## src/rtl/mac_iter.sv

```systemverilog
// mac_iter: iterative multiply / multiply-accumulate unit with MACH/MACL accumulator pair.
//
// The multiplier is consumed STEP bits per clock-enabled cycle, so a multiply
// takes N = W/STEP compute cycles plus one finish cycle. The operation's
// results are committed to MACH/MACL in the same cycle as the registered
// DONE pulse.
//
// Optional feature (compile-time macro MAC_ITER_EARLY_EXIT_EN):
//   defined   - CALC stops as soon as the unconsumed multiplier bits are all zero
//   undefined - CALC always runs N cycles (fixed latency N+1)
//
// Ports:
//   CLK, RST      clock, asynchronous active-high reset
//   CE            clock enable; all state holds while low
//   CMD_VALID     command request; accepted when CE && CMD_VALID && CMD_READY
//   CMD_READY     unit idle
//   CMD_OP        0 MULL, 1 DMULU, 2 DMULS, 3 MACS, 4 MACW, 5 CLRMAC, 6/7 reserved
//   CMD_A, CMD_B  multiplicand, multiplier
//   CMD_SAT       saturation enable for MACS/MACW
//   ACC_WR        direct accumulator write (only taken while idle)
//   ACC_SEL       bit0 -> MACL, bit1 -> MACH
//   ACC_DI        accumulator write data
//   MACH, MACL    accumulator halves
//   BUSY          operation in flight (CALC or FIN)
//   DONE          one CE-cycle pulse, results valid
module mac_iter #(
  parameter int W     = 32,
  parameter int STEP  = 8,
  parameter int SAT_L = 48
) (
  input  logic         CLK,
  input  logic         RST,
  input  logic         CE,
  input  logic         CMD_VALID,
  output logic         CMD_READY,
  input  logic [2:0]   CMD_OP,
  input  logic [W-1:0] CMD_A,
  input  logic [W-1:0] CMD_B,
  input  logic         CMD_SAT,
  input  logic         ACC_WR,
  input  logic [1:0]   ACC_SEL,
  input  logic [W-1:0] ACC_DI,
  output logic [W-1:0] MACH,
  output logic [W-1:0] MACL,
  output logic         BUSY,
  output logic         DONE
);

  localparam int N  = W / STEP;
  localparam int CW = (N > 1) ? $clog2(N) : 1;
  localparam logic [CW-1:0] CNT_INIT = CW'(N - 1);

  localparam logic [2:0] OP_MULL   = 3'd0;
  localparam logic [2:0] OP_DMULU  = 3'd1;
  localparam logic [2:0] OP_DMULS  = 3'd2;
  localparam logic [2:0] OP_MACS   = 3'd3;
  localparam logic [2:0] OP_MACW   = 3'd4;
  localparam logic [2:0] OP_CLRMAC = 3'd5;

  typedef enum logic [1:0] {
    S_IDLE = 2'd0,
    S_CALC = 2'd1,
    S_FIN  = 2'd2
  } state_t;

  state_t          state_q, state_d;
  logic [CW-1:0]   cnt_q, cnt_d;
  logic [2:0]      op_q, op_d;
  logic            sat_q, sat_d;
  logic            neg_q, neg_d;
  logic            done_q, done_d;
  logic [2*W-1:0]  a_sh_q, a_sh_d;
  logic [2*W-1:0]  p_q, p_d;
  logic [W-1:0]    b_q, b_d;
  logic [W-1:0]    mach_q, mach_d;
  logic [W-1:0]    macl_q, macl_d;

  logic                  accept;
  logic                  signed_op;
  logic                  calc_last;
  logic [W-1:0]          a_abs, b_abs;
  logic signed [2*W-1:0] prod_s;
  logic signed [2*W-1:0] acc_s;
  logic signed [2*W:0]   sum_s;
  logic signed [2*W:0]   sum_w;

  // Magnitude of a two's complement value when en is set; the most negative
  // value maps onto itself, which is its correct unsigned magnitude.
  function automatic logic [W-1:0] mag(input logic [W-1:0] x, input logic en);
    return (en && x[W-1]) ? (~x + {{(W-1){1'b0}}, 1'b1}) : x;
  endfunction

  // Clamp a 2W+1-bit signed sum into SAT_L signed bits, sign-extended to 2W.
  function automatic logic [2*W-1:0] sat_macs(input logic signed [2*W:0] s,
                                               input logic en);
    logic signed [2*W:0] hi;
    logic signed [2*W:0] lo;
    logic signed [2*W:0] r;
    hi = '0;
    hi[SAT_L-2:0] = '1;
    lo = '1;
    lo[SAT_L-2:0] = '0;
    r = s;
    if (en && (s > hi)) r = hi;
    else if (en && (s < lo)) r = lo;
    return r[2*W-1:0];
  endfunction

  // Word saturation: keep MACH if the sum fits W signed bits, otherwise clamp
  // MACL and flag the overflow by setting MACH to 1.
  function automatic logic [2*W-1:0] sat_macw(input logic signed [2*W:0] s,
                                               input logic [W-1:0] mach);
    logic [W+1:0] top;
    logic [W-1:0] hi;
    logic [W-1:0] lo;
    top = s[2*W:W-1];
    hi  = {1'b0, {(W-1){1'b1}}};
    lo  = {1'b1, {(W-1){1'b0}}};
    if ((top == '0) || (top == '1)) return {mach, s[W-1:0]};
    return {{(W-1){1'b0}}, 1'b1, (s[2*W] ? lo : hi)};
  endfunction

  assign signed_op = (CMD_OP == OP_DMULS) || (CMD_OP == OP_MACS) || (CMD_OP == OP_MACW);
  assign a_abs     = mag(CMD_A, signed_op);
  assign b_abs     = mag(CMD_B, signed_op);
  assign accept    = CMD_VALID && (state_q == S_IDLE);

  assign prod_s = neg_q ? (~p_q + {{(2*W-1){1'b0}}, 1'b1}) : p_q;
  assign acc_s  = {mach_q, macl_q};
  assign sum_s  = {acc_s[2*W-1], acc_s} + {prod_s[2*W-1], prod_s};
  assign sum_w  = {{(W+1){macl_q[W-1]}}, macl_q} + {prod_s[2*W-1], prod_s};

`ifdef MAC_ITER_EARLY_EXIT_EN
  assign calc_last = (cnt_q == '0) || ((b_q >> STEP) == '0);
`else
  assign calc_last = (cnt_q == '0);
`endif

  // Next-state logic
  always_comb begin
    state_d = state_q;
    case (state_q)
      S_IDLE:  if (accept) state_d = (CMD_OP <= OP_MACW) ? S_CALC : S_FIN;
      S_CALC:  if (calc_last) state_d = S_FIN;
      S_FIN:   state_d = S_IDLE;
      default: state_d = S_IDLE;
    endcase
  end

  // Datapath and accumulator next values
  always_comb begin
    cnt_d  = cnt_q;
    op_d   = op_q;
    sat_d  = sat_q;
    neg_d  = neg_q;
    a_sh_d = a_sh_q;
    b_d    = b_q;
    p_d    = p_q;
    mach_d = mach_q;
    macl_d = macl_q;
    done_d = 1'b0;
    case (state_q)
      S_IDLE: begin
        // A direct write lands before any accepted command reads the accumulator.
        if (ACC_WR) begin
          if (ACC_SEL[0]) macl_d = ACC_DI;
          if (ACC_SEL[1]) mach_d = ACC_DI;
        end
        if (accept) begin
          op_d   = CMD_OP;
          sat_d  = CMD_SAT;
          neg_d  = signed_op && (CMD_A[W-1] ^ CMD_B[W-1]);
          a_sh_d = {{W{1'b0}}, a_abs};
          b_d    = b_abs;
          p_d    = '0;
          cnt_d  = CNT_INIT;
        end
      end
      S_CALC: begin
        // Multiplicand is pre-shifted so each STEP-bit digit lands at its weight.
        p_d    = p_q + a_sh_q * {{(2*W-STEP){1'b0}}, b_q[STEP-1:0]};
        a_sh_d = a_sh_q << STEP;
        b_d    = b_q >> STEP;
        if (!calc_last) cnt_d = cnt_q - 1'b1;
      end
      S_FIN: begin
        done_d = 1'b1;
        case (op_q)
          OP_MULL:   macl_d = prod_s[W-1:0];
          OP_DMULU:  {mach_d, macl_d} = p_q;
          OP_DMULS:  {mach_d, macl_d} = prod_s;
          OP_MACS:   {mach_d, macl_d} = sat_macs(sum_s, sat_q);
          OP_MACW:   {mach_d, macl_d} = sat_q ? sat_macw(sum_w, mach_q) : sum_s[2*W-1:0];
          OP_CLRMAC: {mach_d, macl_d} = '0;
          default:   ;
        endcase
      end
      default: ;
    endcase
  end

  always_ff @(posedge CLK or posedge RST) begin
    if (RST) begin
      state_q <= S_IDLE;
      cnt_q   <= '0;
      op_q    <= '0;
      sat_q   <= 1'b0;
      neg_q   <= 1'b0;
      done_q  <= 1'b0;
      a_sh_q  <= '0;
      b_q     <= '0;
      p_q     <= '0;
      mach_q  <= '0;
      macl_q  <= '0;
    end else if (CE) begin
      state_q <= state_d;
      cnt_q   <= cnt_d;
      op_q    <= op_d;
      sat_q   <= sat_d;
      neg_q   <= neg_d;
      done_q  <= done_d;
      a_sh_q  <= a_sh_d;
      b_q     <= b_d;
      p_q     <= p_d;
      mach_q  <= mach_d;
      macl_q  <= macl_d;
    end
  end

  assign CMD_READY = (state_q == S_IDLE);
  assign BUSY      = (state_q != S_IDLE);
  assign DONE      = done_q;
  assign MACH      = mach_q;
  assign MACL      = macl_q;

endmodule

```

## config.mk

```make
export PLATFORM = sky130hd
export DESIGN_NAME = mac_iter
export DESIGN_NICKNAME = d
export VERILOG_FILES = /design/src/rtl/mac_iter.sv
export SDC_FILE = /design/constraint.sdc
export NUM_CORES = 2
export LEC_CHECK = 0
export BUFFER_PORTS_ARGS = -buffer_cell sky130_fd_sc_hd__buf_2
export CAP_MARGIN = 20
export CORE_AREA = 8 8 227 316
export DETAILED_ROUTE_END_ITERATION = 12
export DIE_AREA = 0 0 235 324
export PLACE_DENSITY = 0.75
export SLEW_MARGIN = 5
export SYNTH_ARGS = -nofsm -noshare
export SYNTH_HDL_FRONTEND = slang
export SYNTH_SLANG_ARGS = --single-unit
```

## constraint.sdc

```tcl
create_clock -name CLK -period 7.3 [get_ports CLK]
set_clock_uncertainty 0.05 [all_clocks]
set_input_delay 0.73 -clock CLK [delete_from_list [all_inputs] [get_ports CLK]]
set_output_delay 0.73 -clock CLK [all_outputs]
set_load 0.05 [all_outputs]
```

* Yosys cells after proc, flatten, opt, wreduce, memory -nomap -nowiden *
Index checks and enable logic that the tools add are counted.

cells by class
  reduce and logical (&&, ||, !) cells = 23
  muxes and demuxes = 34
  equality and inequality tests = 20
  $mul = 1
  magnitude comparators = 3
  add/sub/neg operators = 7
  bitwise operators = 4
  div/mod/pow operators = 0
  shifts and indexed selects = 0

operator list
  operator                                                      number
  2-to-1 mux 64 bit                                             7
  case mux 32 bit (5 select lines)                              2
  2-to-1 mux 32 bit                                             9
  case mux 64 bit (2 select lines)                              2
  case mux 32 bit (2 select lines)                              3
  adder 32 x 64 -> 65 bit                                       1
  adder 64 x 64 -> 65 bit                                       1
  > comparator 65 x 48 -> 1 bit, second input constant          1
  less-than comparator 65 x 48 -> 1 bit, second input constant  1
  adder 32 x 1 -> 32 bit, second input constant                 2
  adder 64 x 1 -> 64 bit, second input constant                 1
  adder 64 bit                                                  1
  multiplier 64 x 8 -> 64 bit                                   1
  NOT 32 bit                                                    2
  NOT 64 bit                                                    1
  == test 34 bit, second input constant                         1
  zero test 34 bit                                              1
  == test 3 x 2 -> 1 bit, second input constant                 4
  2-to-1 mux 2 bit                                              5
  == test 3 bit, second input constant                          3
  AND reduction 3 bit                                           3
  != test 2 x 1 -> 1 bit, second input constant                 4
  case mux 2 bit (2 select lines)                               2
  logical AND 1 bit                                             6
  19 further kinds                                              28

storage, ports and cells
  logic and storage cells = 103
  bits in read-only memories = 0
  bits in latches = 0
  memories = 0
  flip-flop bits (word level) = 234
  output and inout bits = 67
  bits in writable memories = 0

* Logic depth before layout (Yosys ltp) *
  depth after elaboration = 13
  depth in mapped cells = 29
  depth with buffers taken out = 24

* Worst setup path before layout *
OpenSTA, ideal clock, no wires.

  kind = flip-flop to flip-flop
  start = register p_q[6]
  end = register macl_q[0], in the netlist MACL[0]
  cell stages (with the launch flop) = 27
  path slack = 82 ps
  setup time = 136 ps
  data arrival time = 7032 ps
  period minus slack after synthesis = 7218 ps
  path through = dfrtp_1 -> buf_6 -> or4_4 -> nor4_4 -> inv_2 -> or3_1 -> buf_2 -> or2_4 -> or3_4 -> or4_4 -> or2_1 -> o31ai_1 -> xnor2_1 -> ha_1 -> clkbuf_1 -> nand4_1 -> a2111oi_0 -> o211ai_1 -> a2111o_1 -> and3_1 -> or4_1 -> nor4_1 -> a31oi_1 -> buf_2 -> and2_1 -> a2111oi_0 -> a31oi_1

on the way
  cells in the longest elaborated chain, start to end = 13

RTL lines
  element                                                                          RTL line  source
  start: declaration                                                               73        logic [2*W-1:0] p_q, p_d;
  start signal: assignment                                                         224       p_q <= p_d;
  NOT 64 bit                                                                       128       assign prod_s = neg_q ? (~p_q + {{(2*W-1){1'b0}}, 1'b1}) : p_q;
  adder 64 x 1 -> 64 bit                                                           128
  2-to-1 mux 64 bit *                                                              128
  parallel branches: the longest is 8 deep, another holds adder 64 x 64 -> 65 bit  --
  case mux 32 bit (5 select lines) *                                               188       case (op_q)
  case mux 32 bit (2 select lines) *                                               162       case (state_q)
  end signal: assignment                                                           226       macl_q <= macl_d;
  end: declaration                                                                 76        logic [W-1:0] macl_q, macl_d;

Mark *: on every way between the ends. The select of a mux whose other input is x is not followed.
A chain may end at the register's enable or synchronous reset.

* Final worst setup path *
  start = register p_q[9]
  end = register mach_q[19], in the netlist MACH[19]

on the way
  cells in the longest elaborated chain, start to end = 11

RTL lines
  element                                                                          RTL line  source
  NOT 64 bit                                                                       128
  adder 64 x 1 -> 64 bit                                                           128
  2-to-1 mux 64 bit *                                                              128
  parallel branches: the longest is 8 deep, another holds adder 64 x 64 -> 65 bit  --
  end signal: assignment                                                           225       mach_q <= mach_d;
  end: declaration                                                                 75        logic [W-1:0] mach_q, mach_d;

Marked as above.

==> flow_summary.ini <==
[floorplan]
die_h_um = 324
ios = 174
die_x_um = 235
num_rows = 113
dieArea_um2 = 76100
core_area_um2 = 67200
initial_core_util_pct = 54.1

[finish]
syn2layout_area_growth_pct = 14.6
final_cell_mix = nand2_1 (669), fa_1 (411), inv_1 (397)
final_common_cell = nand2_1
finalInstanceArea_um2 = 41700
drive_above_1_share_pct = 15.5
diodes = 0
final_nets = 5477
final_core_util_pct = 62.0

[sta]
period_share_pct = 98.3
setup_viol = 0
min_period_ns = 7.18
clock.fmax_mhz = 139
rsz0062_at_grt = yes
max_slew.worst_pin.slew_ns = 0.983
slew_viol_final = 0
slew_headroom_pct = 32.6
hold_viol = 0
fin_setup_tns_ns = 0

[drt]
antenna_left = 0
num_vias = 35600
drtPass1Iterations = 9
drt-total-wl_um = 130000
drc = 0
first_iter_violations = 3259
wl_per_cell_um = 23.0
vias_per_cell = 6.29

[synthesis]
syn_area_um2 = 36400
syn-instance-count = 4500
syn-num-nets = 5196
synth-seq-cells = 234
synth_top_flop_cell = dfrtp_1
yosysSeqAreaShare_pct = 16.1
synth_cell_types = 86
async_reset_ff_share_pct = 100
yosysWarningCount = 0
synth_edf_count = 0
syn_avg_cell_area_um2 = 8.08

[setup_path]
path_max_fanout = 5
start_kind = flip-flop
crit-reg2reg-launch = p_q[9]
rr_endpoint = MACH[19]
worstSetupEndpointType = flip-flop
cp.arrival_ns = 7.63
cp.required_ns = 7.75
reg2reg_slack_ns = 0.12
r2r_cells = 26
path_class = flip-flop to flip-flop

[grt]
grt_pass1_wl_um = 201000
use_met2_pct = 54.1
grt_pass1_vias = 35500
top_usage_layer = met2
grt_start_max_net_pins = 177
grt_overflow = 0
grtUsageTotal_pct = 33.4
grtUsageMet3_pct = 4.51
met1_usage_pct = 40.8
antenna_found_initial = 2

[clock_network]
cts_max_path_buffers = 3
clk_transition_reported_paths_ns = 0.07
cts_buffers = 25
clock_latency_ns = 0.61
clock-sinks = 234
cts_htree_levels = 1
cts_tree = done
clockRootBuffer = clkbuf_16

[placement]
gp_congestion = 1.11
dp_hpwl_um = 104000
io_buffers = 173
dpl-instance-area_um2 = 40000

[flow_run]
cap_viol_max_count = 0

[status]
outcome = finished clean

[hold_path]
hold_path_class = input port to asynchronous set/reset pin
worst max path at each step:
stage / start / end / slack, ns / cells past startpoint
final: p_q[9] / MACH[19] / 0.12 / 26
after CTS: p_q[6] / MACH[17] / 0.02 / 27
after global routing: p_q[9] / MACH[19] / -0.15 / 26
after global placement: p_q[6] / MACL[6] / -0.31 / 24
after detailed placement: p_q[2] / MACL[0] / -0.32 / 22
after floorplan: p_q[6] / MACL[0] / 0.08 / 26
state kept, by name, summed over array words and instances, names as in the netlist:
register and count:
cnt_q 2, p_q 64, op_q 3, DONE 1, state_q 2, MACL 32, neg_q 1, a_sh_q 64
b_q 32, sat_q 1, MACH 32
final cells by class:
| type | count | area, µm² |
|---|---|---|
| inverters | 401 | 1510 |
| clock buffers | 27 | 633 |
| well taps | 862 | 1080 |
| fillers | 5891 | 25500 |
| multi-input cells | 3573 | 28500 |
| clock inverters | 19 | 219 |
| flip-flops and latches | 234 | 5860 |
| repair buffers | 546 | 3870 |
repair_timing:
item | CTS | global route
pin swaps | 2 | 37
endpoints found under the setup margin | 64 | 64
hold buffers | 0 | 0
resized for setup | 16 | 117
gates cloned | 0 | 3
setup buffers | 0 | 14
logic make-up (layout without fill, tap and decap cells):
group           count (synthesis)  in the layout  share of synthesized area [%]
simple gates                 1481           1481                           19.5
compound gates               1219           1219                           21.5
buf+inv                       693            993                           7.22
fa+ha+maj                     589            589                           28.8
xor+xnor                      264            264                           6.36
flops                         234            234                           16.1
mux                            20             20                          0.585
synth_stat cells (11+ instances only):
| master | instances | area [µm²] |
|---|---|---|
| a211o_1 | 17 | 149 |
| a211oi_1 | 34 | 255 |
| a21o_1 | 84 | 631 |
| a21oi_1 | 301 | 1510 |
| a221o_1 | 14 | 140 |
| a222oi_1 | 30 | 300 |
| a22o_1 | 42 | 368 |
| a22oi_1 | 20 | 150 |
| a31oi_1 | 65 | 407 |
| a41oi_1 | 13 | 114 |
| and2_1 | 210 | 1310 |
| and3_1 | 42 | 263 |
| and4_1 | 11 | 96.3 |
| buf_1 | 41 | 154 |
| buf_2 | 12 | 60.1 |
| clkbuf_1 | 238 | 893 |
| dfrtp_1 | 234 | 5860 |
| fa_1 | 411 | 8230 |
| ha_1 | 178 | 2230 |
| inv_1 | 398 | 1490 |
| mux2i_1 | 13 | 130 |
| nand2_1 | 673 | 2530 |
| nand2b_1 | 31 | 194 |
| nand3_1 | 51 | 255 |
| nand4_1 | 52 | 325 |
| nor2_1 | 202 | 758 |
| nor2b_1 | 30 | 188 |
| nor3_1 | 56 | 280 |
| nor4_1 | 30 | 188 |
| o211ai_1 | 30 | 225 |
| o21a_1 | 15 | 113 |
| o21ai_0 | 332 | 1660 |
| o21ai_1 | 17 | 85.1 |
| o21bai_1 | 19 | 143 |
| o22ai_1 | 35 | 219 |
| o31ai_1 | 41 | 308 |
| o41ai_1 | 15 | 131 |
| or2_2 | 13 | 81.3 |
| or3_1 | 31 | 194 |
| or4_1 | 17 | 128 |
| xnor2_1 | 168 | 1470 |
| xor2_1 | 96 | 841 |
metal layers:
metal	share of wire [%]	wire length (µm)
met5	0	0
met4	8.5	11100
met3	8.3	10800
met2	46	59300
met1	37	48700
through the flow:
stage / hold slack [ns] / setup WS [ns] / std cells
6_report: 0.253 / 0.123 / 5662
5_1_grt: 0.340 / -0.150 / 5662
4_1_cts: 0.306 / 0.0155 / 5644
3_5_place_dp: 0.421 / -0.317 / 5598
3_3_place_gp: 0.414 / -0.306 / 5597
2_1_floorplan: 0.399 / 0.0817 / 4500
critical path: stages (launching register included):
cell,delay [ns]
dfrtp_1,0.38
or4_4,0.56
nor4_4,0.17
buf_4,0.15
inv_2,0.03
or3_4,0.35
or2_4,0.24
or3_4,0.37
or4_4,0.47
or2_4,0.29
buf_4,0.15
o41ai_4,0.25
xnor2_2,0.22
ha_1,0.31
a211o_1,0.32
a21oi_2,0.18
o2bb2ai_2,0.13
o21ai_2,0.08
or4_1,0.52
a21oi_1,0.16
nand4_1,0.10
or4_4,0.56
o31ai_4,0.28
buf_6,0.18
o21ai_0,0.08
a221o_1,0.32
a31oi_1,0.18
Power is left out: the tool's default activity adds up to more than one toggle a clock period on the data nets, which glitch-free logic cannot reach.
